===== config.mk =====
export PLATFORM = sky130hd
export DESIGN_NAME = synthesijer_div_multi
export DESIGN_NICKNAME = d
export VERILOG_FILES = /design/src/rtl/synthesijer_div_multi.sv
export SDC_FILE = /design/constraint.sdc
export NUM_CORES = 1
export LEC_CHECK = 0
export CORE_AREA = 2 2 239 182
export DETAILED_ROUTE_END_ITERATION = 6
export DIE_AREA = 0 0 241 184
export PLACE_DENSITY = 0.53
export SETUP_SLACK_MARGIN = 0.2
export SLEW_MARGIN = 20
export SYNTH_ARGS = -nofsm -noshare
export SYNTH_HDL_FRONTEND = slang
export SYNTH_SLANG_ARGS = --single-unit

===== constraint.sdc =====
create_clock -name clk -period 7.35 [get_ports clk]
set_input_delay 1.47 -clock clk [delete_from_list [all_inputs] [get_ports clk]]
set_output_delay 1.47 -clock clk [all_outputs]
set_load 0.02 [all_outputs]

===== src/rtl/synthesijer_div_multi.sv =====
// Iterative restoring divider, signed/unsigned per operation, 1/2/4 quotient bits per cycle.
// Optional macro SYNTHESIJER_DIV_ZERO_BYPASS_EN: divide-by-zero skips CALC and goes straight to DONE.
module synthesijer_div_multi #(
    parameter int WIDTH          = 32,
    parameter int BITS_PER_CYCLE = 1
) (
    input  logic             clk,
    input  logic             reset,
    input  logic [WIDTH-1:0] a,
    input  logic [WIDTH-1:0] b,
    input  logic             unsigned_mode,
    input  logic             nd,
    output logic             busy,
    output logic [WIDTH-1:0] quantient,
    output logic [WIDTH-1:0] remainder,
    output logic             div_by_zero,
    output logic             valid
);

    localparam int ITER = WIDTH / BITS_PER_CYCLE;
    localparam int CW   = $clog2(ITER + 1);

    localparam logic [1:0] IDLE = 2'd0;
    localparam logic [1:0] CALC = 2'd1;
    localparam logic [1:0] DONE = 2'd2;

    logic [1:0]       state;
    logic [CW-1:0]    count;
    logic [WIDTH-1:0] dq;        // dividend bits shift out of the top, quotient bits shift in at the bottom
    logic [WIDTH:0]   pr;        // partial remainder
    logic [WIDTH-1:0] b_mag_r;
    logic [WIDTH-1:0] a_raw;
    logic             q_sign;
    logic             r_sign;
    logic             zero_r;

    logic [WIDTH-1:0] a_mag;
    logic [WIDTH-1:0] b_mag;
    logic [WIDTH-1:0] dq_next;
    logic [WIDTH:0]   pr_next;
    logic [WIDTH:0]   pr_shift;
    logic [WIDTH-1:0] q_fix;
    logic [WIDTH-1:0] r_fix;

    // Negating the most negative value yields 2^(WIDTH-1), which is the correct unsigned magnitude.
    always_comb begin
        a_mag = (!unsigned_mode && a[WIDTH-1]) ? -a : a;
        b_mag = (!unsigned_mode && b[WIDTH-1]) ? -b : b;
    end

    // NOTE: blocking assignments here are intentional; each loop pass consumes the previous pass's result,
    // and every variable gets a default first so no latch is inferred.
    always_comb begin
        dq_next  = dq;
        pr_next  = pr;
        pr_shift = '0;
        for (int i = 0; i < BITS_PER_CYCLE; i++) begin
            pr_shift = {pr_next[WIDTH-1:0], dq_next[WIDTH-1]};
            if (pr_shift >= {1'b0, b_mag_r}) begin
                pr_next = pr_shift - {1'b0, b_mag_r};
                dq_next = {dq_next[WIDTH-2:0], 1'b1};
            end else begin
                pr_next = pr_shift;
                dq_next = {dq_next[WIDTH-2:0], 1'b0};
            end
        end
    end

    always_comb begin
        q_fix = q_sign ? -dq : dq;
        r_fix = r_sign ? -pr[WIDTH-1:0] : pr[WIDTH-1:0];
    end

    always_ff @(posedge clk or posedge reset) begin
        if (reset) begin
            state       <= IDLE;
            count       <= '0;
            dq          <= '0;
            pr          <= '0;
            b_mag_r     <= '0;
            a_raw       <= '0;
            q_sign      <= 1'b0;
            r_sign      <= 1'b0;
            zero_r      <= 1'b0;
            busy        <= 1'b0;
            valid       <= 1'b0;
            quantient   <= '0;
            remainder   <= '0;
            div_by_zero <= 1'b0;
        end else begin
            valid <= 1'b0;
            case (state)
                IDLE: begin
                    if (nd) begin
                        dq      <= a_mag;
                        pr      <= '0;
                        b_mag_r <= b_mag;
                        a_raw   <= a;
                        q_sign  <= !unsigned_mode && (a[WIDTH-1] ^ b[WIDTH-1]);
                        r_sign  <= !unsigned_mode && a[WIDTH-1];
                        zero_r  <= (b == '0);
                        count   <= CW'(ITER);
                        busy    <= 1'b1;
`ifdef SYNTHESIJER_DIV_ZERO_BYPASS_EN
                        state   <= (b == '0) ? DONE : CALC;
`else
                        state   <= CALC;
`endif
                    end
                end
                CALC: begin
                    dq    <= dq_next;
                    pr    <= pr_next;
                    count <= count - 1'b1;
                    if (count == CW'(1)) begin
                        state <= DONE;
                    end
                end
                DONE: begin
                    if (zero_r) begin
                        quantient <= '1;
                        remainder <= a_raw;
                    end else begin
                        quantient <= q_fix;
                        remainder <= r_fix;
                    end
                    div_by_zero <= zero_r;
                    valid       <= 1'b1;
                    busy        <= 1'b0;
                    state       <= IDLE;
                end
                default: begin
                    state <= IDLE;
                    busy  <= 1'b0;
                end
            endcase
        end
    end

endmodule


Word-level counts from Yosys, hierarchy flattened

Cells that the tools add are included.

Reductions and logical operators: 11
Order comparisons: 1
Equality and inequality tests: 5
Bitwise gates (word level): 2
Add/sub/neg operators: 6
Muxes and demuxes: 20

Operators with widths:

| kind                                                                  | count |
|---|---|
| 32-bit 2-to-1 mux                                                     | 9 |
| 32-bit negation                                                       | 4 |
| 32-bit case mux with 2 select lines                                   | 2 |
| 33-bit by 32-bit greater-or-equal comparator with 1-bit output        | 1 |
| 32-bit logical NOT                                                    | 1 |
| 32-bit subtractor                                                     | 1 |
| 6-bit case mux with 2 select lines                                    | 1 |
| 2-bit AND reduction                                                   | 4 |
| 6-bit by 1-bit equality test with 1-bit output, second input constant | 1 |
| 6-bit 2-to-1 mux                                                      | 1 |
| 6-bit by 1-bit subtractor with 6-bit output, second input constant    | 1 |
| 2-bit 2-to-1 mux                                                      | 2 |
| 2-bit != test, second input constant                                  | 2 |
| 2-bit case mux with 2 select lines                                    | 1 |
| 1-bit logical AND                                                     | 3 |
| 1-bit 2-to-1 mux                                                      | 3 |
| 2-bit by 1-bit equality test with 1-bit output, second input constant | 1 |
| 2-bit equality test, second input constant                            | 1 |
| 2-bit logical NOT                                                     | 1 |
| 1-bit case mux with 2 select lines                                    | 1 |
| 2-bit nonzero test                                                    | 1 |
| 1-bit logical NOT                                                     | 1 |
| 1-bit inverter                                                        | 1 |
| 1-bit bitwise XOR                                                     | 1 |

Word-level logic and storage cells: 59
Bits of input ports: 68
Output and inout bits: 67
Register bits: 206

Longest topological paths before layout

Gate-level depths: netlist of run 1.

Depth after elaboration: 5
Mapped depth: 13
Depth with buffers taken out: 13

Worst setup path before layout of run 1

No wires, ideal clock.

Kind: in2reg
From: input b[4]
To: register b_mag_r[29]
Arrival: 3.566 ns
Path slack: 3.651 ns
Stages: 9
Buffers on the path: 0
Library setup time: 0.133 ns
Cell sequence: or3_1 -> nand4bb_1 -> or3_1 -> nor2b_1 -> nand2_1 -> o41ai_1 -> o21ai_0 -> xnor2_1 -> o21ai_0

Cells in the longest elaborated chain, start to end: 2

RTL lines:

| what                 | line | RTL |
|---|---|---|
| start, declared      | 10   | `input logic [WIDTH-1:0] b,` |
| 32-bit negation      | 48   | `b_mag = (!unsigned_mode && b[WIDTH-1]) ? -b : b;` |
| 32-bit 2-to-1 mux    | 48   |  |
| end signal, assigned | 97   | `b_mag_r <= b_mag;` |
| end, declared        | 31   | `logic [WIDTH-1:0] b_mag_r;` |

Every way passes these cells.
A chain may end at the register's enable or synchronous reset.

Worst setup path in the final report of run 1

From: register pr[0]
To: register pr[28]

Cells in the longest elaborated chain, start to end: 3
Elaborated cells on any way between the ends: 4
Classes of those cells: 1 x add/sub; 1 x order compare; 2 x mux

RTL lines:

| what                                                                                                       | line   | RTL |
|---|---|---|
| start, declared                                                                                            | 30     | `logic [WIDTH:0] pr;` |
| start signal, assigned                                                                                     | 113    | `pr <= pr_next;` |
| 32-bit subtractor / 33-bit by 32-bit greater-or-equal comparator with 1-bit output (equally long branches) | 60, 59 |  |
| 32-bit 2-to-1 mux *                                                                                        | 59     | `if (pr_shift >= {1'b0, b_mag_r}) begin` |
| 32-bit case mux with 2 select lines *                                                                      | 92     | `case (state)` |

Mark *: on every way between the ends. The rest lies on a longest branch, timed or not.

==> key figures, run 1 <==
Status
  • Outcome: finished clean

Worst setup path
  • Critical Path RT: just under 8 ns
  • R2R Setup Slk: 3.00 ns
  • Critical path class: reg -> reg
  • CP Max Fanout: 17
  • Worst EP arrival: ~4.7 ns
  • Crit path largest cell delay: between 0.5 and 0.6 ns
  • Startpoint types: flop
  • CP cell instances: ha_1 -> nor2b_1 -> o31a_1 -> o311ai_1 -> a311oi_1 -> or2_2 -> a21o_1 -> a31oi_4 -> buf_4 -> nand2b_1 -> o21ai_0
  • Slowest stage cell, crit path: a31oi_4
  • Crit. End Element: flop

Synthesis
  • Synth cell types: 58
  • Synthesized instance count: 1470
  • Syn. warnings: 0
  • Synth top area cells: dfrtp_1, o21ai_0, nand2_1
  • Yosys reg bits: around 200
  • Yosys top cell by area: dfrtp_1
  • Synth cell count leaders: nand2_1, dfrtp_1, o21ai_0
  • Post-Syn Area per Cell: ~8.5 um^2
  • Post-synth EDFFs: 0
  • Async S/R FF share, synth: 100%
  • Syn Std Cell Area: around 12000 um^2
  • Seq/Total Area, Yosys: 41.4%
  • Main synth FF type: dfrtp_1
  • Top cell type's share of synthesized area: between 40% and 50%
  • Count leader, synth: nand2_1
  • Syn Nets: roughly 1600

Timing
  • Minimum clock period: roughly 4.4 ns
  • FMAX: 0.230 GHz
  • Clk_skew: ~0.012 ns
  • Final Max Slew Viols: 0
  • Final hold violations: 0
  • Final setup viols: 0
  • Worst-Margin Slew: ~1.1 ns
  • Setup TNS: 0 ns
  • Final worst-path cycle share: around 59%
  • RSZ-0062 raised after global routing: false
  • Normalized max-slew margin: between 20 and 30%
  • Setup WS post-layout: ~3.0 ns

Clock tree
  • CTS Buf Count: 25
  • CTS clk-pin slew, worst paths: around 0.06 ns
  • CTS Sinks: ~200
  • CTS resizes: 0
  • TritonCTS clock tree: yes
  • CTS H-Tree Depth: 1
  • Root buffer cell: clkbuf_16
  • Hold buffers post-CTS: 0
  • Post-CTS Setup Inserts: 0
  • Clk buf depth: 3
  • Clk_lat worst skew: ~0.53 ns

Die
  • CORE AREA: about 42000 um^2
  • # rows: between 60 and 70
  • Die Width: about 240 um
  • Die Ht: between 150 and 200 um
  • IO Pins: around 140
  • Die area: between 40000 and 50000 um^2
  • Initial cell density of the core: just under 30%

Routing
  • DRT iter0 DRCs: 600
  • Routed length per instance: between 15 and 20 um
  • Routed vias: around 11000
  • WL final: approximately 36 mm
  • Routed Antenna Nets: 0
  • DRC errors left: 0
  • First-pass iteration count of the detailed router: 4
  • Via-to-Cell Ratio: about 5

Finish
  • Register area: 5160 um^2
  • Layout net count: about 1700
  • Layout cell share with drive strength beyond 1: a little under 5%
  • Area Growth Syn to Fin: 22.3%
  • Multi-input gate area: slightly below 7000 um^2
  • FILL cells: between 4000 and 5000

Placement
  • Port bufs: between 100 and 150
  • Dpl ws: ~2.7 ns
  • DP HPWL: 26.6 mm
  • GPL Wtd Cong: between 0.8 and 0.9

Flow run
  • Maxcap violations: 0

Min path
  • Worst hold path class: reg -> reg

GRT
  • Largest net degree at the start of global routing: between 90 and 100
  • Grt total ovfl: 0
  • Vias in the first global route: around 11000
  • All-Layer GR Usage: between 15 and 20%
  • Initial antenna violation count: 2
  • First-pass GRT wire length: slightly below 60 mm

Pwr
  • Maximum vdd drop: around 0.17 mV
  • Pwr Density: between 400 and 500 nW/um^2
  • Leak pwr: ~6.3 nW
## critical path: cells and delay by family, from the launching register on
kind	cells	cell delay [ns]
compound gates	6	2.14
simple gates	3	0.88
flops	1	0.47
fa+ha+maj	1	0.35
buf+inv	1	0.33
## area by class of cell
cell class                      count  area share [%]
Timing Repair Buffer              149            9.56
Antenna cell                        1          0.0164
Clock inverter                      9           0.707
Multi-Input combinational cell   1131            44.8
Inverter                           58            1.48
Tap cell                          569            4.68
Sequential cell                   206            33.9
Clock buffer                       36            4.84
## per-stage QoR
step	cells	util, %	power [mW]	hold WS [ns]	instance area, um^2
3_5_place_dp	2113	34.4	6.15	0.459	14400
3_3_place_gp	2113	34.4	6.10	0.453	14400
2_1_floorplan	1470	-	4.93	0.437	12400
6_report	2159	36.4	7.40	0.471	15200
4_1_cts	2158	36.4	7.46	0.473	15200
5_1_grt	2158	36.4	8.09	0.490	15200
## worst paths after layout
check	startpoint	endpoint	cells past startpoint
min	div_by_zero	div_by_zero	2
min reg2reg	div_by_zero	div_by_zero	2
max reg2reg	pr[0]	pr[28]	11
max	pr[0]	pr[28]	11
min in group asynchronous	reset	b_mag_r[0]	2
max in group asynchronous	reset	a_raw[24]	3
## placed cells by master, fill, tap and decap left out, drive strengths merged, types with 3 or more instances in the layout
cell and instances:
a31oi 10, o41ai 16, dfrtp 206, nand2 241, a32oi 7, a211oi 3, a21boi 3, nor3 15
xor2 92, or4 15, clkinv 4, inv 59, o31a 3, and2 6, a21oi 114, o21bai 3
o21a 4, nor2b 14, nand2b 15, clkdlybuf4s50 134, a22oi 32, nor4 13, o31ai 29, and3 6
nand4 6, a21o 11, buf 15, o21ai 185, clkbuf 36, or3 16, nor2 108, or2 4
nand3 20, ha 38, o211ai 4, mux2i 28, xnor2 50
## power by group
part	leakage (nW)	switching, mW	internal, mW
logic	3.42	2.25	1.66
registers	2.47	0.575	1.65
clock network	0.412	0.503	0.766
total	6.30	3.33	4.07
## kinds of logic (layout without fill, tap and decap cells)
family / Yosys count / in the layout / synth area share (%)
AOI/OAI and AO/OA: 435 / 435 / 20.6
other: 0 / 1 / 0
adders and majority gates: 39 / 39 / 3.98
buffers and inverters: 133 / 252 / 4.03
muxes: 29 / 29 / 2.34
and+or+nand+nor: 486 / 486 / 17.6
xor gates and xnor gates: 142 / 142 / 10.0
DFF: 206 / 206 / 41.4
## state kept, by name, indices dropped and copies added, names as in the netlist
signal / cells
b_mag_r: 32
r_sign: 1
state: 2
zero_r: 1
valid: 1
dq: 32
a_raw: 32
quantient: 32
q_sign: 1
remainder: 32
div_by_zero: 1
busy: 1
pr: 32
count: 6
## layer usage
layer	vias up	GRT usage [%]	wire length [um]
met5	-	0	33
met4	4	2.54	524
met3	37	3.35	1670
met2	186	26.6	16300
met1	5255	23.3	17900
li1	5335	-	-
(Power assumes the default switching activity.)
==> run 2: changes to the inputs <==
clock period = 3.85 ns   (was 7.35 ns; I/O delays follow)
==> run 2 against run 1 <==
Compared with the run above:
- hold slack worse by 0.0056 ns
- non-clock buffer count increased by 22
- critical path type unchanged
- highest routed layer unchanged
- register-to-register slack worse by 2.6 ns
- clock skew about the same
- fmax up 27%
- largest cell class unchanged
==> key figures, run 2 (synthesis results as in run 1) <==
Finish
  • Most frequent cells in the layout: nand2_1, dfrtp_1, o21ai_0, clkdlybuf4s50_1, a21oi_1
  • FILL cells: 4295 (-0.023%)
  • Multi-input gate area: 6820 um^2 (about the same)
  • Most common cell after layout, fill and taps aside: nand2_1
  • Layout net count: 1700 (+1.3%)
  • Register area: 5160 um^2 (unchanged)
  • Layout cell share with drive strength beyond 1: 6.27% (+1.4 points)
  • Area Growth Syn to Fin: 24.9%
  • Design Area, Final: 15500 um^2 (+2.1%)

Pwr
  • Maximum vdd drop: 0.374 mV (+120%)
  • Leak pwr: 6.48 nW (+2.7%)
  • Pwr Density: 939 nW/um^2 (+93%)

Min path
  • Hold Path Cell Cnt: 2 (unchanged)
  • Worst hold path class: reg -> reg
  • HP Start: a_raw[27]
  • Hold Path End: a_raw[27]

Routing
  • Via-to-Cell Ratio: 5.00 (-0.22%)
  • DRC errors left: 0 (unchanged)
  • WL final: 36.7 mm (+0.85%)
  • Routed Antenna Nets: 0 (unchanged)
  • DRT iter0 DRCs: 737 (+23%)
  • First-pass iteration count of the detailed router: 5 (+1)
  • Routed length per instance: 16.8 um (-0.17%)
  • Routed vias: 10900 (+0.80%)

Worst setup path
  • Worst r2r src: pr[5]
  • R2R Setup Slk: 0.43 ns (-2.57 ns)
  • Worst reg2reg path depth: 12 (+1)
  • Startpoint types: flop
  • Worst EP arrival: 3.86 ns (-0.88 ns)
  • Critical path class: reg -> reg
  • CP Max Fanout: 23 (+6)
  • Critical Path RT: 4.29 ns (-3.44 ns)
  • R2r endpoint: pr[9]
  • Crit. End Element: flop

Clock tree
  • CTS clk-pin slew, worst paths: 0.06 ns (about the same)
  • TritonCTS clock tree: yes
  • CTS H-Tree Depth: 1 (unchanged)
  • CTS Buf Count: 25 (unchanged)
  • Clk_lat worst skew: 0.54 ns (about the same)
  • Clk buf depth: 3 (unchanged)
  • CTS Sinks: 206 (unchanged)
  • Hold buffers post-CTS: 0 (unchanged)
  • CTS resizes: 0 (unchanged)
  • Post-CTS Setup Inserts: 0 (unchanged)
  • Root buffer cell: clkbuf_16

Die
  • CORE AREA: 41800 um^2 (unchanged)
  • IO Pins: 135 (unchanged)
  • Die Width: 241 um (unchanged)
  • # rows: 65 (unchanged)
  • Die area: 44300 um^2 (unchanged)
  • Die Ht: 184 um (unchanged)
  • Initial cell density of the core: 29.8% (unchanged)

Timing
  • Final worst-path cycle share: 88.8% (+30 points)
  • Final hold violations: 0 (unchanged)
  • FMAX: 0.292 GHz (+27%)
  • RSZ-0062 raised after global routing: false
  • Hold_ws: 0.465 ns (-0.00561 ns)
  • Setup TNS: 0 ns (unchanged)
  • Final setup viols: 0 (unchanged)
  • Final Max Slew Viols: 0 (unchanged)
  • Normalized max-slew margin: 31.8% (+3.9 points)
  • Worst-Margin Slew: 1.02 ns (-0.0586 ns)
  • Clk_skew: 0.0114 ns (-0.000493 ns)
  • Minimum clock period: 3.42 ns (-0.934 ns)
  • Setup WS post-layout: 0.431 ns (-2.57 ns)

GRT
  • Largest net degree at the start of global routing: 93 (-2.1%)
  • Vias in the first global route: 10900 (+1.2%)
  • First-pass GRT wire length: 59.4 mm (+1.1%)
  • Initial antenna violation count: 4 (+2)
  • Grt total ovfl: 0 (unchanged)
  • All-Layer GR Usage: 16.8% (+0.24 points)

Placement
  • Area after DPL: 14600 um^2 (+1.5%)
  • Port bufs: 134 (unchanged)
  • Dpl ws: 0.169 ns (-2.50 ns)
  • GPL Wtd Cong: 0.855 (+2.2%)
  • DP HPWL: 26.9 mm (+1.0%)

Flow run
  • Maxcap violations: 0 (unchanged)

Status
  • Outcome: finished clean
## run 2: layout make-up
type	count	area share, %
Tap cell	569	4.58
Clock buffer	31	4.43
Sequential cell	206	33.2
Multi-Input combinational cell	1131	43.9
Clock inverter	14	1.65
Antenna cell	1	0.0161
Timing Repair Buffer	171	10.8
Inverter	58	1.43
## run 2: worst max path at each step
stage,start,endpoint,slack (ns),cells after the start
after floorplan,reset,a_raw[0],0.41,1
after global placement,a[6],dq[30],0.20,10
after detailed placement,b[2],b_mag_r[29],0.17,10
after CTS,dq[6],quantient[29],0.48,8
after global routing,pr[5],pr[9],0.24,12
final,pr[5],pr[9],0.43,12
## run 2: critical path: stages (launching register included)
cell	delay, ns
dfrtp_1	0.46
ha_1	0.42
nand4_1	0.11
nor2_1	0.26
o311ai_1	0.16
buf_4	0.18
a311oi_1	0.55
or2_2	0.23
a21o_1	0.23
a31oi_4	0.15
buf_12	0.21
nor2b_1	0.14
o31ai_1	0.21
## run 2: power breakdown
part           switching (mW)  internal [mW]  total (mW)
Combinational            4.38           3.30        7.68
Sequential               1.03           3.15        4.18
Clock                   0.989           1.74        2.73
Total                    6.40           8.19        14.6
## run 2: stage by stage
stage                     utilization (%)  instances  power [mW]
final                                37.2       2181        14.6
after global routing                 37.2       2180        15.9
after CTS                            37.2       2180        14.7
after detailed placement             34.9       2135        11.9
after global placement               34.9       2135        11.8
after floorplan                         -       1470        9.40
## run 2: metal layers
layer	vias up	GRT usage [%]	wire length, um
met3	55	3.20	1780
met2	213	26.4	16200
li1	5397	-	-
met4	6	3.53	726
met5	-	0	51
met1	5232	23.9	18000
==> edit 1: new RTL, settings of run 1 <==
Set the parameter `WIDTH` to 16 (it was 32).
--- a/src/rtl/synthesijer_div_multi.sv
+++ b/src/rtl/synthesijer_div_multi.sv
@@ -3,3 +3,3 @@
 module synthesijer_div_multi #(
-    parameter int WIDTH          = 32,
+    parameter int WIDTH          = 16,
     parameter int BITS_PER_CYCLE = 1
Interface: changed (resized a, b, quantient and remainder); port bits go from 135 to 71. The function was not compared with the original's and may differ.
==> edit 1 against run 1 <==
Wire length is 47% lower. Critical path type is now primary input to flop. Synthesized cell count down 49%. Clock power is 61% lower. Final cell count decreased by 36%. Area after synthesis shrank 48%. Sequential cell count decreased by 97. Worst hold slack improved by 0.011 ns. Via count fell by 49%. Setup slack gained 1.2 ns. Cell area down 47%. Power shrank 49%.
==> edit 1: results <==
status:
  run_status: "completed"
setup_path:
  crit_end: "b_mag_r[12]"
  crit_family: "simple AND/OR/NAND/NOR gates"
  crit_arrival_ns: 3.36
  r2r_cells: 9
  r2r_slack_ns: 4.47
  worstReg2RegEnd: "pr[0]"
  crit_slowest_cell: "nor3_1"
  r2r-start: "pr[5]"
  crit_start: "b[0]"
routing:
  firstDrtPassIters: 5
  initialDrtViolationCount: 392
  vias: 5525
  routed_wl_microns: 19300
final_layout:
  fin_cells: 1386
  antennaDiodeCount: 0
  drive_gt1_share_pct: 4.53
  fin_nets: 871
  clkCellAreaFrac_pct: 3.48
  nFillCells: 4702
  nonClkBufAreaFrac_pct: 9.32
  n_all_inverters: 43
  multi_input_gates: 572
  multiInputGateArea_sq_um: 3440
  n_all_buffers: 77
power_and_ir_drop:
  p_leak_nw: 3.29
  vdd_drop_max_mv: 0.148
clock_tree:
  htreeDepth: 3
  clk_path_buf_depth: 2
  cts_buffers: 9
  cts.sinks: 109
  clk_pin_slew_ns: 0.08
  clk_latency_ns: 0.38
logic_synthesis:
  synth.cells.most_frequent: "136 x nand2_1, 109 x dfrtp_1, 70 x o21ai_0"
  synth_xor_area_share_pct: 8.94
  synth_cell_type_count: 59
  syn_area_per_cell_sq_um: 8.54
  synth_nets: 816
  synthTopCellsByArea: "dfrtp_1 42%, nand2_1 7.9%, o21ai_0 5.4%"
  synth_fa_ha_area_share_pct: 4.57
  seq_area_frac_synth_pct: 42.2
  synth.area.mux_share_pct: 2.81
  synth_compound_area_share_pct: 19.0
timing:
  worstMarginPinSlew_ns: 0.984
  clock_skew_ns: 0.0144
placed_design:
  place_congestion: 0.840
  hpwl_microns: 15000
  portBuffers: 70
grt:
  grt_pass1_wl_microns: 30700
  antenna_found_initial: 0
  grt_max_degree: 72
  track_usage_pct: 8.87
  grt_pass1_vias: 5292
min_path:
  whs_path_depth: 2
  hold_class: "flop to flop"
## edit 1: cell count changes in the layout (fill, tap and decap cells not counted), moves of 16 or more
| cell | delta |
|---|---|
| o21ai_0 | -113 |
| nand2_1 | -105 |
| dfrtp_1 | -96 |
| clkdlybuf4s50_1 | -64 |
| xor2_1 | -62 |
| a21oi_1 | -57 |
| nor2_1 | -49 |
| a22oi_1 | -22 |
| o31ai_1 | -19 |
| clkbuf_16 | -16 |
| ha_1 | -16 |
| inv_1 | -16 |
## edit 1: routing by layer
layer | vias up | track usage [%] | share of wire, %
met5 | - | 0 | 0
met2 | 131 | 12.3 | 40
met1 | 2661 | 13.8 | 54
li1 | 2725 | - | -
met4 | 0 | 1.38 | 0.63
met3 | 8 | 1.98 | 5.0
## edit 1: stage by stage
| step | area, sq um | hold WS, ns | worst slack, ns |
|---|---|---|---|
| final | 8080 | 0.481 | 4.22 |
| after global routing | 8080 | 0.504 | 4.03 |
| after CTS | 8080 | 0.481 | 4.23 |
| after detailed placement | 7800 | 0.469 | 3.84 |
| after global placement | 7800 | 0.458 | 3.87 |
| after floorplan | 6460 | 0.445 | 3.01 |
## edit 1: where the power goes
| group | leakage, nW | total, W | switching (W) | internal [W] |
|---|---|---|---|---|
| registers | 1.32 | 0.00119 | 0.000307 | 0.000880 |
| logic | 1.83 | 0.00208 | 0.00117 | 0.000911 |
| clock network | 0.142 | 0.000491 | 0.000255 | 0.000236 |
| total | 3.29 | 0.00376 | 0.00173 | 0.00203 |
## edit 1: cells by family (layout without fill, tap and decap cells)
kind of cell	after synthesis	in the layout
fa+ha+maj	23	23
simple gates	261	261
buf+inv	76	136
compound gates	204	204
flops	109	109
xor+xnor	66	66
mux	18	18
==> edit 2: new RTL, config.mk and constraints of run 1 <==
Without the edit above. Reset style: synchronous (`reset`), changed in one clocked block.
--- a/src/rtl/synthesijer_div_multi.sv
+++ b/src/rtl/synthesijer_div_multi.sv
@@ -73,3 +73,3 @@
 
-    always_ff @(posedge clk or posedge reset) begin
+    always_ff @(posedge clk) begin
         if (reset) begin
Behaviour: differs if reset is asserted again (counterexample within 4 cycles, from zero or initial values and one cycle with reset high); with reset held inactive, the same outputs for 10 cycles.
==> edit 2 against run 1 <==
Setup slack improved by 0.40 ns. Global-route usage rose by 1.6 points. Sequential cell count did not move. Worst hold slack got worse by 0.020 ns. Wire length rose by 12%. Cell area fell by 2.5%. Area after synthesis fell by 2.0%. Critical path type is now primary input to flop.
Power is not compared: it rests on default switching activity, and its combinational part moved more than twofold at a synthesized area within 25%.
==> edit 2: results <==
grt:
  grt_max_degree: 82
  grt_pass1_wl_microns: 63200
  track_usage_pct: 18.2
  antenna_found_initial: 0
  overflow: 0
  grt_pass1_vias: 10600
timing:
  maxSlewHeadroom_pct: 32.2
  min_period_ns: 3.96
  clock_skew_ns: 0.0108
setup_path:
  path_max_fanout: 8
  crit_start: "a[1]"
  crit_slowest_cell: "nor4b_1"
  r2r-start: "pr[11]"
  crit_family: "compound AO/OA/AOI/OAI gates"
  cpPeakStageDelay_ns: 0.61
  crit_arrival_ns: 4.35
min_path:
  worstHoldStart: "b_mag_r[28]"
  hold_class: "flop to flop"
routing:
  initialDrtViolationCount: 913
  wl_met1_microns: 21100
  firstDrtPassIters: 7
  routed-wl-met3_microns: 2720
  top_layer: "met4"
  via_per_inst: 5.20
  wl_met2_microns: 16300
  routed_wl_microns: 40800
logic_synthesis:
  synth_cell_type_count: 82
  seq_area_frac_synth_pct: 33.8
  synthTopCellsByArea: "dfxtp_1 34%, nand2_1 7.4%, xor2_1 6.2%"
  ys_warn_count: 0
  synth_async_sr_flop_share_pct: 0
  ys.flop_type: "dfxtp_1"
  synth.cells.most_frequent: "239 x nand2_1, 206 x dfxtp_1, 137 x a21oi_1"
power_and_ir_drop:
  power_frac_clock_pct: 30.7
  p_int_w: 0.00256
  p_leak_nw: 5.32
  pwr-share-comb_pct: 37.2
clock_tree:
  clk_pin_slew_ns: 0.06
  clk_latency_ns: 0.54
  post_cts_buffers: 0
  clk_path_buf_depth: 3
  cts_buffers: 24
  htreeDepth: 1
  cts_resized: 0
placed_design:
  place_congestion: 0.867
  hpwl_microns: 30600
  place_ws_ns: 2.87
  portBuffers: 134
final_layout:
  antennaDiodeCount: 0
  nFillCells: 4422
  fin_nets: 1745
  drive_gt1_share_pct: 6.16
status:
  run_status: "completed"
edit 2: cell count changes after synthesis, sizes merged, moves of 24 or more:
cell,change
dfxtp,+206
o21ai,-68
a211oi,+52
a21oi,+24
dfrtp,-206
edit 2: kinds of logic after synthesis:
family	Yosys count	share of synthesized area, %
simple gates	524	20.0
compound gates	478	25.5
flops	206	33.8
buf+inv	150	4.84
xor+xnor	141	10.1
fa+ha+maj	39	4.06
mux	20	1.65
edit 2: through the flow:
stage | hold WS [ns] | total power [W] | utilization [%] | instance area [sq um] | std cells
2_1_floorplan | 0.425 | 0.00247 | - | 12200 | 1558
3_3_place_gp | 0.441 | 0.00286 | 33.5 | 14000 | 2181
3_5_place_dp | 0.443 | 0.00287 | 33.5 | 14000 | 2181
4_1_cts | 0.452 | 0.00416 | 35.5 | 14800 | 2224
5_1_grt | 0.467 | 0.00440 | 35.5 | 14800 | 2224
6_report | 0.450 | 0.00416 | 35.5 | 14800 | 2224
edit 2: final cells by class:
cell class / instances / area share [%]
clock buffer: 30 / 4.55
clock inverter: 13 / 1.05
inverter: 53 / 1.34
multi-input combinational: 1202 / 50.6
sequential: 206 / 27.8
tap: 569 / 4.80
timing repair buffer: 151 / 9.88
edit 2: path summary, 6_finish.rpt:
kind | end | slack [ns] | depth (start not counted)
worst max-delay path | dq[30] | 3.39 | 10
worst min-delay path | b_mag_r[28] | 0.45 | 2
worst max register to register | pr[16] | 3.70 | 9
worst min register to register | b_mag_r[28] | 0.45 | 2
edit 2: per-layer routing:
layer | vias to the layer above | GRT usage [%]
met2 | 316 | 24.7
met5 | - | 0
met4 | 0 | 3.73
met3 | 43 | 3.17
met1 | 5469 | 29.1
li1 | 5731 | -
